<file path="src/rtl/mpd_tx_engine_if.sv">
// Handshake bundle for the packet dispatcher transmit engine: verdict input,
// PRT replay/invalidate port and the MAC byte stream.
interface mpd_tx_engine_if #(
   parameter int unsigned DATA_WIDTH = 8,
   parameter int unsigned SLOT_W     = 2
);
   logic                  verdict_valid;
   logic                  verdict_ready;
   logic [SLOT_W-1:0]     verdict_slot;
   logic                  verdict_unsafe;

   logic                  prt_tx_start;
   logic [SLOT_W-1:0]     prt_tx_slot;
   logic                  prt_rd_valid;
   logic [DATA_WIDTH-1:0] prt_rd_data;
   logic                  prt_rd_last;
   logic                  prt_rd_ready;
   logic                  prt_inv;

   logic                  tx_valid;
   logic [DATA_WIDTH-1:0] tx_data;
   logic                  tx_last;
   logic                  tx_ready;

   // master: the engine; slave: firewall, PRT and MAC seen together
   modport master (
      input  verdict_valid, verdict_slot, verdict_unsafe,
      output verdict_ready,
      output prt_tx_start, prt_tx_slot, prt_rd_ready, prt_inv,
      input  prt_rd_valid, prt_rd_data, prt_rd_last,
      output tx_valid, tx_data, tx_last,
      input  tx_ready
   );

   modport slave (
      output verdict_valid, verdict_slot, verdict_unsafe,
      input  verdict_ready,
      input  prt_tx_start, prt_tx_slot, prt_rd_ready, prt_inv,
      output prt_rd_valid, prt_rd_data, prt_rd_last,
      input  tx_valid, tx_data, tx_last,
      output tx_ready
   );
endinterface

</file>
<file path="src/rtl/mpd_tx_engine.sv">
// Transmit half of the packet dispatcher: queues firewall verdicts, replays safe
// frames from the PRT to the MAC, and frees every slot with an invalidate.
module mpd_tx_engine #(
   parameter int unsigned DATA_WIDTH = 8,
   parameter int unsigned SLOT_W     = 2,
   parameter int unsigned QDEPTH     = 4,
   parameter int unsigned MAX_FRAME  = 1500,
   parameter int unsigned LEN_W      = 11
) (
   input  logic                  clk,
   input  logic                  reset,
   mpd_tx_engine_if.master       bus,
   output logic                  frame_sent,
   output logic                  oversize_err,
   output logic [15:0]           sent_cnt,
   output logic [15:0]           drop_cnt
);
   localparam int unsigned PTR_W = $clog2(QDEPTH);

   typedef enum logic [2:0] {
      S_IDLE, S_START, S_STREAM, S_DRAIN, S_FLUSH, S_INVAL
   } state_t;

   state_t                state_q, state_d;
   logic [SLOT_W:0]       qmem_q [QDEPTH];
   logic [PTR_W-1:0]      wr_ptr_q, rd_ptr_q;
   logic [PTR_W:0]        count_q;
   logic                  full, empty, push, pop;

   logic [SLOT_W-1:0]     cur_slot_q, cur_slot_d;
   logic                  cur_unsafe_q, cur_unsafe_d;
   logic [LEN_W-1:0]      byte_cnt_q, byte_cnt_d;
   logic                  tx_valid_q, tx_valid_d;
   logic [DATA_WIDTH-1:0] tx_data_q, tx_data_d;
   logic                  tx_last_q, tx_last_d;
   logic [15:0]           sent_q, sent_d, drop_q, drop_d;
   logic                  rd_ready, at_max;

   assign full  = (count_q == (PTR_W+1)'(QDEPTH));
   assign empty = (count_q == '0);
   assign push  = bus.verdict_valid && !full;
   assign at_max = (byte_cnt_q == LEN_W'(MAX_FRAME - 1));

   always_ff @(posedge clk) begin
      if (push) qmem_q[wr_ptr_q] <= {bus.verdict_slot, bus.verdict_unsafe};
   end

   always_ff @(posedge clk) begin
      if (reset) begin
         state_q      <= S_IDLE;
         wr_ptr_q     <= '0;
         rd_ptr_q     <= '0;
         count_q      <= '0;
         cur_slot_q   <= '0;
         cur_unsafe_q <= 1'b0;
         byte_cnt_q   <= '0;
         tx_valid_q   <= 1'b0;
         tx_data_q    <= '0;
         tx_last_q    <= 1'b0;
         sent_q       <= '0;
         drop_q       <= '0;
      end else begin
         state_q      <= state_d;
         if (push) wr_ptr_q <= wr_ptr_q + 1'b1;
         if (pop)  rd_ptr_q <= rd_ptr_q + 1'b1;
         case ({push, pop})
            2'b10:   count_q <= count_q + 1'b1;
            2'b01:   count_q <= count_q - 1'b1;
            default: count_q <= count_q;
         endcase
         cur_slot_q   <= cur_slot_d;
         cur_unsafe_q <= cur_unsafe_d;
         byte_cnt_q   <= byte_cnt_d;
         tx_valid_q   <= tx_valid_d;
         tx_data_q    <= tx_data_d;
         tx_last_q    <= tx_last_d;
         sent_q       <= sent_d;
         drop_q       <= drop_d;
      end
   end

   always_comb begin
      state_d      = state_q;
      cur_slot_d   = cur_slot_q;
      cur_unsafe_d = cur_unsafe_q;
      byte_cnt_d   = byte_cnt_q;
      tx_valid_d   = tx_valid_q;
      tx_data_d    = tx_data_q;
      tx_last_d    = tx_last_q;
      sent_d       = sent_q;
      drop_d       = drop_q;
      pop          = 1'b0;
      rd_ready     = 1'b0;
      bus.prt_tx_start = 1'b0;
      bus.prt_inv      = 1'b0;
      frame_sent   = 1'b0;
      oversize_err = 1'b0;

      // MAC may retire the held byte in any state; a reload below overrides this
      if (tx_valid_q && bus.tx_ready) begin
         tx_valid_d = 1'b0;
         tx_last_d  = 1'b0;
      end

      case (state_q)
         S_IDLE: begin
            if (!empty) begin
               pop          = 1'b1;
               cur_slot_d   = qmem_q[rd_ptr_q][SLOT_W:1];
               cur_unsafe_d = qmem_q[rd_ptr_q][0];
               state_d      = qmem_q[rd_ptr_q][0] ? S_INVAL : S_START;
            end
         end
         S_START: begin
            bus.prt_tx_start = 1'b1;
            byte_cnt_d       = '0;
            state_d          = S_STREAM;
         end
         S_STREAM: begin
            rd_ready = !tx_valid_q || bus.tx_ready;
            if (bus.prt_rd_valid && rd_ready) begin
               tx_data_d  = bus.prt_rd_data;
               tx_valid_d = 1'b1;
               tx_last_d  = bus.prt_rd_last || at_max;
               byte_cnt_d = byte_cnt_q + 1'b1;
               if (bus.prt_rd_last) begin
                  state_d = S_FLUSH;
               end else if (at_max) begin
                  oversize_err = 1'b1;
                  state_d      = S_DRAIN;
               end
            end
         end
         S_DRAIN: begin
            rd_ready = 1'b1;
            if (bus.prt_rd_valid && bus.prt_rd_last) state_d = S_FLUSH;
         end
         S_FLUSH: begin
            if (!tx_valid_q) state_d = S_INVAL;
         end
         S_INVAL: begin
            bus.prt_inv = 1'b1;
            if (cur_unsafe_q) begin
               if (drop_q != '1) drop_d = drop_q + 1'b1;
            end else begin
               frame_sent = 1'b1;
               if (sent_q != '1) sent_d = sent_q + 1'b1;
            end
            state_d = S_IDLE;
         end
         default: state_d = S_IDLE;
      endcase
   end

   assign bus.verdict_ready = !full;
   assign bus.prt_tx_slot   = cur_slot_q;
   assign bus.prt_rd_ready  = rd_ready;
   assign bus.tx_valid      = tx_valid_q;
   assign bus.tx_data       = tx_data_q;
   assign bus.tx_last       = tx_last_q;
   assign sent_cnt          = sent_q;
   assign drop_cnt          = drop_q;
endmodule

</file>
<file path="src/flat_wrapper.sv">
// flat-port wrapper written by rule: the top's interface ports become plain ports
module mpd_tx_engine_flat 
#(
   parameter int unsigned DATA_WIDTH = 8,
   parameter int unsigned SLOT_W     = 2,
   parameter int unsigned QDEPTH     = 4,
   parameter int unsigned MAX_FRAME  = 1500,
   parameter int unsigned LEN_W      = 11
)
  (clk, reset, frame_sent, oversize_err, sent_cnt, drop_cnt, bus_verdict_valid, bus_verdict_slot, bus_verdict_unsafe, bus_verdict_ready, bus_prt_tx_start, bus_prt_tx_slot, bus_prt_rd_ready, bus_prt_inv, bus_prt_rd_valid, bus_prt_rd_data, bus_prt_rd_last, bus_tx_valid, bus_tx_data, bus_tx_last, bus_tx_ready);
  mpd_tx_engine_if #(.DATA_WIDTH(DATA_WIDTH), .SLOT_W(SLOT_W)) bus_i ();
  input  logic clk;
  input  logic reset;
  output logic frame_sent;
  output logic oversize_err;
  output logic [15:0] sent_cnt;
  output logic [15:0] drop_cnt;
  input wire logic [$bits(bus_i.verdict_valid)-1:0] bus_verdict_valid;
  input wire logic [$bits(bus_i.verdict_slot)-1:0] bus_verdict_slot;
  input wire logic [$bits(bus_i.verdict_unsafe)-1:0] bus_verdict_unsafe;
  output wire logic [$bits(bus_i.verdict_ready)-1:0] bus_verdict_ready;
  output wire logic [$bits(bus_i.prt_tx_start)-1:0] bus_prt_tx_start;
  output wire logic [$bits(bus_i.prt_tx_slot)-1:0] bus_prt_tx_slot;
  output wire logic [$bits(bus_i.prt_rd_ready)-1:0] bus_prt_rd_ready;
  output wire logic [$bits(bus_i.prt_inv)-1:0] bus_prt_inv;
  input wire logic [$bits(bus_i.prt_rd_valid)-1:0] bus_prt_rd_valid;
  input wire logic [$bits(bus_i.prt_rd_data)-1:0] bus_prt_rd_data;
  input wire logic [$bits(bus_i.prt_rd_last)-1:0] bus_prt_rd_last;
  output wire logic [$bits(bus_i.tx_valid)-1:0] bus_tx_valid;
  output wire logic [$bits(bus_i.tx_data)-1:0] bus_tx_data;
  output wire logic [$bits(bus_i.tx_last)-1:0] bus_tx_last;
  input wire logic [$bits(bus_i.tx_ready)-1:0] bus_tx_ready;
  assign bus_i.verdict_valid = bus_verdict_valid;
  assign bus_i.verdict_slot = bus_verdict_slot;
  assign bus_i.verdict_unsafe = bus_verdict_unsafe;
  assign bus_verdict_ready = bus_i.verdict_ready;
  assign bus_prt_tx_start = bus_i.prt_tx_start;
  assign bus_prt_tx_slot = bus_i.prt_tx_slot;
  assign bus_prt_rd_ready = bus_i.prt_rd_ready;
  assign bus_prt_inv = bus_i.prt_inv;
  assign bus_i.prt_rd_valid = bus_prt_rd_valid;
  assign bus_i.prt_rd_data = bus_prt_rd_data;
  assign bus_i.prt_rd_last = bus_prt_rd_last;
  assign bus_tx_valid = bus_i.tx_valid;
  assign bus_tx_data = bus_i.tx_data;
  assign bus_tx_last = bus_i.tx_last;
  assign bus_i.tx_ready = bus_tx_ready;
  mpd_tx_engine #(.DATA_WIDTH(DATA_WIDTH), .SLOT_W(SLOT_W), .QDEPTH(QDEPTH), .MAX_FRAME(MAX_FRAME), .LEN_W(LEN_W)) u_core (.clk(clk), .reset(reset), .bus(bus_i), .frame_sent(frame_sent), .oversize_err(oversize_err), .sent_cnt(sent_cnt), .drop_cnt(drop_cnt));
endmodule
</file>
<file path="config.mk">
export PLATFORM = sky130hd
export DESIGN_NAME = mpd_tx_engine_flat
export DESIGN_NICKNAME = d
export VERILOG_FILES = /design/src/rtl/mpd_tx_engine_if.sv /design/src/rtl/mpd_tx_engine.sv /design/src/flat_wrapper.sv
export SDC_FILE = /design/constraint.sdc
export NUM_CORES = 1
export LEC_CHECK = 0
export BUFFER_PORTS_ARGS = -buffer_cell sky130_fd_sc_hd__buf_2
export CORE_MARGIN = 3
export CORE_UTILIZATION = 23
export CTS_CLUSTER_DIAMETER = 30
export DETAILED_ROUTE_END_ITERATION = 12
export GPL_ROUTABILITY_DRIVEN = 0
export PLACE_DENSITY = 0.47
export SLEW_MARGIN = 0
export SYNTH_ARGS = -nofsm -noshare
export SYNTH_HDL_FRONTEND = slang
export SYNTH_SLANG_ARGS = --single-unit
</file>
<file path="constraint.sdc">
create_clock -name clk -period 3.1 [get_ports clk]
set_input_delay 0.62 -clock clk [delete_from_list [all_inputs] [get_ports clk]]
set_output_delay 0.62 -clock clk [all_outputs]
set_load 0.02 [all_outputs]
</file>
# Word-level counts from Yosys, hierarchy flattened
# Memory sizes are Yosys's and may differ from the RTL's. A register that Yosys moved wholly into a read port is not among the register bits.
# Index checks and enable logic that the tools add are counted.
# W data, S select, Z words.
# op_classes
addsub	7
multipliers	0
n_div	0
n_lt_le_gt_ge	0
n_eq_ne	16
shifts	0
muxes	32
n_bitwise	2
n_reduce_logical	18
# op_table
cell	count
$add A16 B1 Y16 const B	2
$ne A16 B16 Y1 const B	2
$pmux W11 S2	1
$mux W3	7
$mux W1	18
$pmux W3 S5	1
$add A11 B1 Y11 const B	1
$eq A11 B11 Y1 const B	1
$mux W11	1
$eq A3 B3 Y1 const B	3
$eq A3 B2 Y1 const B	2
$logic_not A3 Y1	2
$pmux W3 S2	1
$reduce_and A2 Y1	3
$reduce_and A3 Y1	2
$reduce_and A5 Y1	1
$add A2 B1 Y2 const B	2
$logic_and A1 B1 Y1	4
$mux W2	2
$ne A2 B1 Y1 const B	2
$ne A2 B2 Y1 const B	2
$reduce_bool A2 Y1	2
$add A3 B1 Y3 const B	1
$eq A3 B1 Y1 const B	1
8 further kinds	11
# word_totals
reg_bits	66
latchBits	0
ramBits	12
mem_bits_ro	0
in_bits	17
wordCells	88
n_memories	1
# mem_list
name	words	word_bits	read_ports	rd_clocked_by_memory_dff	wr	line_no	rtl
u_core.qmem_q	4	3	1	1	1	mpd_tx_engine.sv:25	logic [SLOT_W:0] qmem_q [QDEPTH];

# Logic depth before layout (Yosys ltp)
# depth
ltp_word	5
ltp_mapped	9
depth_no_buf	9

# Least setup slack after synthesis
# No wires, ideal clock.
# synth_timing
kind	register to output
startpoint	register u_core.byte_cnt_q[0]
endpoint	output oversize_err
arrival_time_ns	1.816
slack_ns	0.664
stages_incl_launch_ff	5
cell_sequence	dfxtp_1 -> ha_1 -> or3b_2 -> or3_1 -> nor3_1
# synth_via
elab_chain_len	5
# synth_lines
element	line_no	rtl
from (decl)	mpd_tx_engine.sv:32	logic [LEN_W-1:0] byte_cnt_q, byte_cnt_d;
from (signal assigned)	mpd_tx_engine.sv:73	byte_cnt_q <= byte_cnt_d;
$eq A11 B11 Y1	mpd_tx_engine.sv:42	assign at_max = (byte_cnt_q == LEN_W'(MAX_FRAME - 1));
$mux W1	mpd_tx_engine.sv:128	end else if (at_max) begin
$mux W1	mpd_tx_engine.sv:126	if (bus.prt_rd_last) begin
$mux W1	mpd_tx_engine.sv:121	if (bus.prt_rd_valid && rd_ready) begin
$mux W1	mpd_tx_engine.sv:105	case (state_q)
to (decl)	flat_wrapper.sv:15	output logic oversize_err;
# No other way between the ends.

# Worst setup path in the final report
# Ends and elaborated chain as after synthesis.

==> impl_metrics.json <==
{
  "synth-xor-area-share_pct": 1.34,
  "numPortBuffers": 66,
  "synth_compound_area_share_pct": 14.8,
  "postRouteWirelength_um": 10100,
  "holdPathEnd": "u_core.bus.tx_data[4]$_SDFFE_PP0P_",
  "ctsHoldBuffers": 0,
  "arrival_ns": 2.15,
  "drive_above_1_share_pct": 21.0,
  "synth-edff-count": 12,
  "power.internal_uw": 2050,
  "cp-start-kind": "flip-flop",
  "slowest_delay_ns": 0.48,
  "grt_pass1_wl_um": 16900,
  "dieArea_mm2": 0.0187,
  "cts_tree": "done",
  "std_cell_rows": 47,
  "synthesis.area_mm2": 0.00394,
  "drv_slew": 0,
  "grt_overflow_total": 0,
  "grt_pass1_vias": 3350,
  "vias_per_cell": 4.86,
  "clk_path_buf_depth": 2,
  "cts_htree_levels": 3,
  "hold_viol_final": 0,
  "layout_setup_ws_ns": 0.325,
  "p_comb_share_pct": 21.5,
  "critical_path_buf_inv_count": 1,
  "hold_class": "reg2reg",
  "grt.total_usage_pct": 11.4,
  "remaining_drc_errors": 0,
  "min_period_over_period_pct": 89.5,
  "syn_to_final_growth_pct": 21.5,
  "wire_per_inst_um": 14.1,
  "fin_nets": 521,
  "rsz0062_at_grt": "false",
  "r2r-start": "u_core.state_q[2]$_SDFFE_PP0P_",
  "clock_latency_ns": 0.34,
  "path_cells": "ha_1 > or3b_2 > or3_1 > nor3_1 > buf_2",
  "end_kind": "output port",
  "cts-root-buf": "clkbuf_16",
  "vias": 3497,
  "synth_mux_area_share_pct": 7.66,
  "antenna_left": 0,
  "pre_cts_ws_ns": 0.600,
  "post_synth_num_cell_types": 52,
  "setup_violations": 0,
  "cp.required_ns": 2.48,
  "p_seq_share_pct": 43.4,
  "n_antenna_cell": 0,
  "worstMarginPinSlew_ns": 0.878,
  "cp_top_family": "simple AND/OR/NAND/NOR gates",
  "synth_simple_gate_area_share_pct": 26.4,
  "fmax_mhz": 360,
  "clock_sinks": 80,
  "seq_area_frac_synth_pct": 43.7,
  "min_from": "u_core.bus.tx_data[4]$_SDFFE_PP0P_",
  "p_sw_uw": 936,
  "numCtsBuffers": 9,
  "rr_worst_depth": 4,
  "relSlewSlack_pct": 41.4,
  "fin_setup_tns_ns": 0,
  "dp_hpwl_um": 7210,
  "fin_util_pct": 28.7,
  "r2r_slack_ns": 0.66,
  "netlist_instances": 431,
  "outcome": "finished, final reports clean",
  "syn_area_per_cell_um2": 9.13,
  "switching_share_pct": 31.4,
  "crit_type": "reg2out",
  "power.density_mw_per_mm2": 623,
  "grt_max_degree": 32,
  "core_area_mm2": 0.0166,
  "synth_top_family_by_area": "simple AND/OR/NAND/NOR gates",
  "final_cell_mix": "68 x dfxtp_1, 66 x buf_2, 52 x nand2_1",
  "maxCapViolations": 0,
  "async_flop_share_pct": 0,
  "synth-seq-cells": 80,
  "whs_ns": 0.458,
  "initialDrtViolationCount": 158,
  "cts_resized": 0,
  "vdd_drop_max_v": 0.000305,
  "r2r_end": "u_core.drop_cnt[13]$_SDFFE_PP0P_",
  "finalCriticalPeriod_ns": 2.77,
  "path_clk_slew_ns": 0.06,
  "synth_flop_cell": "dfxtp_1",
  "die_w_um": 137,
  "critPathSlowestCell": "or3b_2",
  "fin_skew_ns": 0.00699,
  "synth_nets": 457,
  "path_max_fanout": 5,
  "min_path_cells": 2,
  "p_leak_uw": 0.00175,
  "yosysWarnings": 0,
  "start_util_pct": 23.7,
  "p_clk_share_pct": 35.1,
  "antenna_found_initial": 0,
  "io_pins": 67,
  "drt_pass1_iterations": 4,
  "post-cts-setup-buffer-count": 0,
  "synthAdderAreaFrac_pct": 3.05,
  "die_y_um": 137,
  "layout_commonest_cell": "dfxtp_1"
}
cell families (layout without fill, tap and decap cells):
kind of cell    Yosys count  after routing
flops                    80             80
xor+xnor                  6              6
compound gates           89             89
buf+inv                  31             99
fa+ha+maj                 9              9
mux                      25             25
simple gates            191            191
flip-flops by register name (all words and copies together) (netlist names), 2 cells and up, named ones only:
| register | flops |
|---|---|
| u_core.drop_cnt | 16 |
| u_core.sent_cnt | 16 |
| u_core.qmem_q | 12 |
| u_core.byte_cnt_q | 11 |
| u_core.bus.tx_data | 8 |
| u_core.count_q | 3 |
| u_core.state_q | 3 |
| u_core.bus.prt_tx_slot | 2 |
| u_core.rd_ptr_q | 2 |
| u_core.wr_ptr_q | 2 |
synth_stat cells, types with 9 or more instances:
cell type	n	area [um2]
inv_1	15	56.3
nand3_1	17	85.1
and4_1	9	78.8
nand2_1	52	195
nand4_1	9	56.3
o41ai_1	9	78.8
nor2b_1	14	87.6
a21oi_1	38	190
dfxtp_1	68	1360
clkbuf_1	13	48.8
mux2i_1	11	110
and3_1	9	56.3
mux2_2	11	124
edfxtp_1	12	360
a211oi_1	10	75.1
o21ai_0	9	45.0
nor2_1	34	128
or3_1	11	68.8
through the flow:
stage / std cells / instance area (um2) / total power, uW
6_report: 719 / 4780 / 2980
5_1_grt: 719 / 4780 / 3190
4_1_cts: 719 / 4780 / 3040
3_5_place_dp: 704 / 4500 / 1970
3_3_place_gp: 704 / 4500 / 1950
2_1_floorplan: 431 / 3940 / 1770
power by group through the flow:
stage                     Clock (uW)  Sequential [uW]  Combinational, uW
after global placement             0             1310                643
final                           1050             1290                642
after CTS                       1090             1300                655
after floorplan                    0             1270                498
after detailed placement           0             1320                651
after global routing            1140             1310                732
worst max-delay path by stage:
stage	slack, ns	endpoint	cells after the start	startpoint
2_1_floorplan	0.66	oversize_err	4	u_core.byte_cnt_q[0]$_SDFFE_PP0P_
3_3_place_gp	0.66	oversize_err	5	bus_prt_rd_valid
3_5_place_dp	0.60	oversize_err	5	bus_prt_rd_valid
4_1_cts	0.29	oversize_err	5	u_core.byte_cnt_q[0]$_SDFFE_PP0P_
5_1_grt	0.20	bus_prt_tx_start	2	u_core.state_q[0]$_SDFFE_PP0P_
6_report	0.33	oversize_err	5	u_core.byte_cnt_q[0]$_SDFFE_PP0P_
area by class of cell:
type                    count  area [um2]
inverters                  15        56.3
multi-input cells         320        2100
flip-flops and latches     80        1720
fillers                  1785       11900
well taps                 220         275
clock buffers              11         233
clock inverters             4        46.3
repair buffers             69         353
routing by layer:
layer | GRT usage [%] | wire (um) | vias up
li1 | - | - | 1736
met1 | 14.7 | 4680 | 1692
met2 | 17.9 | 4750 | 57
met3 | 3.79 | 548 | 12
met4 | 3.94 | 130 | 0
met5 | 0 | 0 | -
tightest hold or removal path, delay by kind of cell (launching register included):
family	cells	cell delay (ns)
flops	1	0.31
simple gates	1	0.05
compound gates	1	0.05
Note: power is estimated with default switching activity, not from simulation.
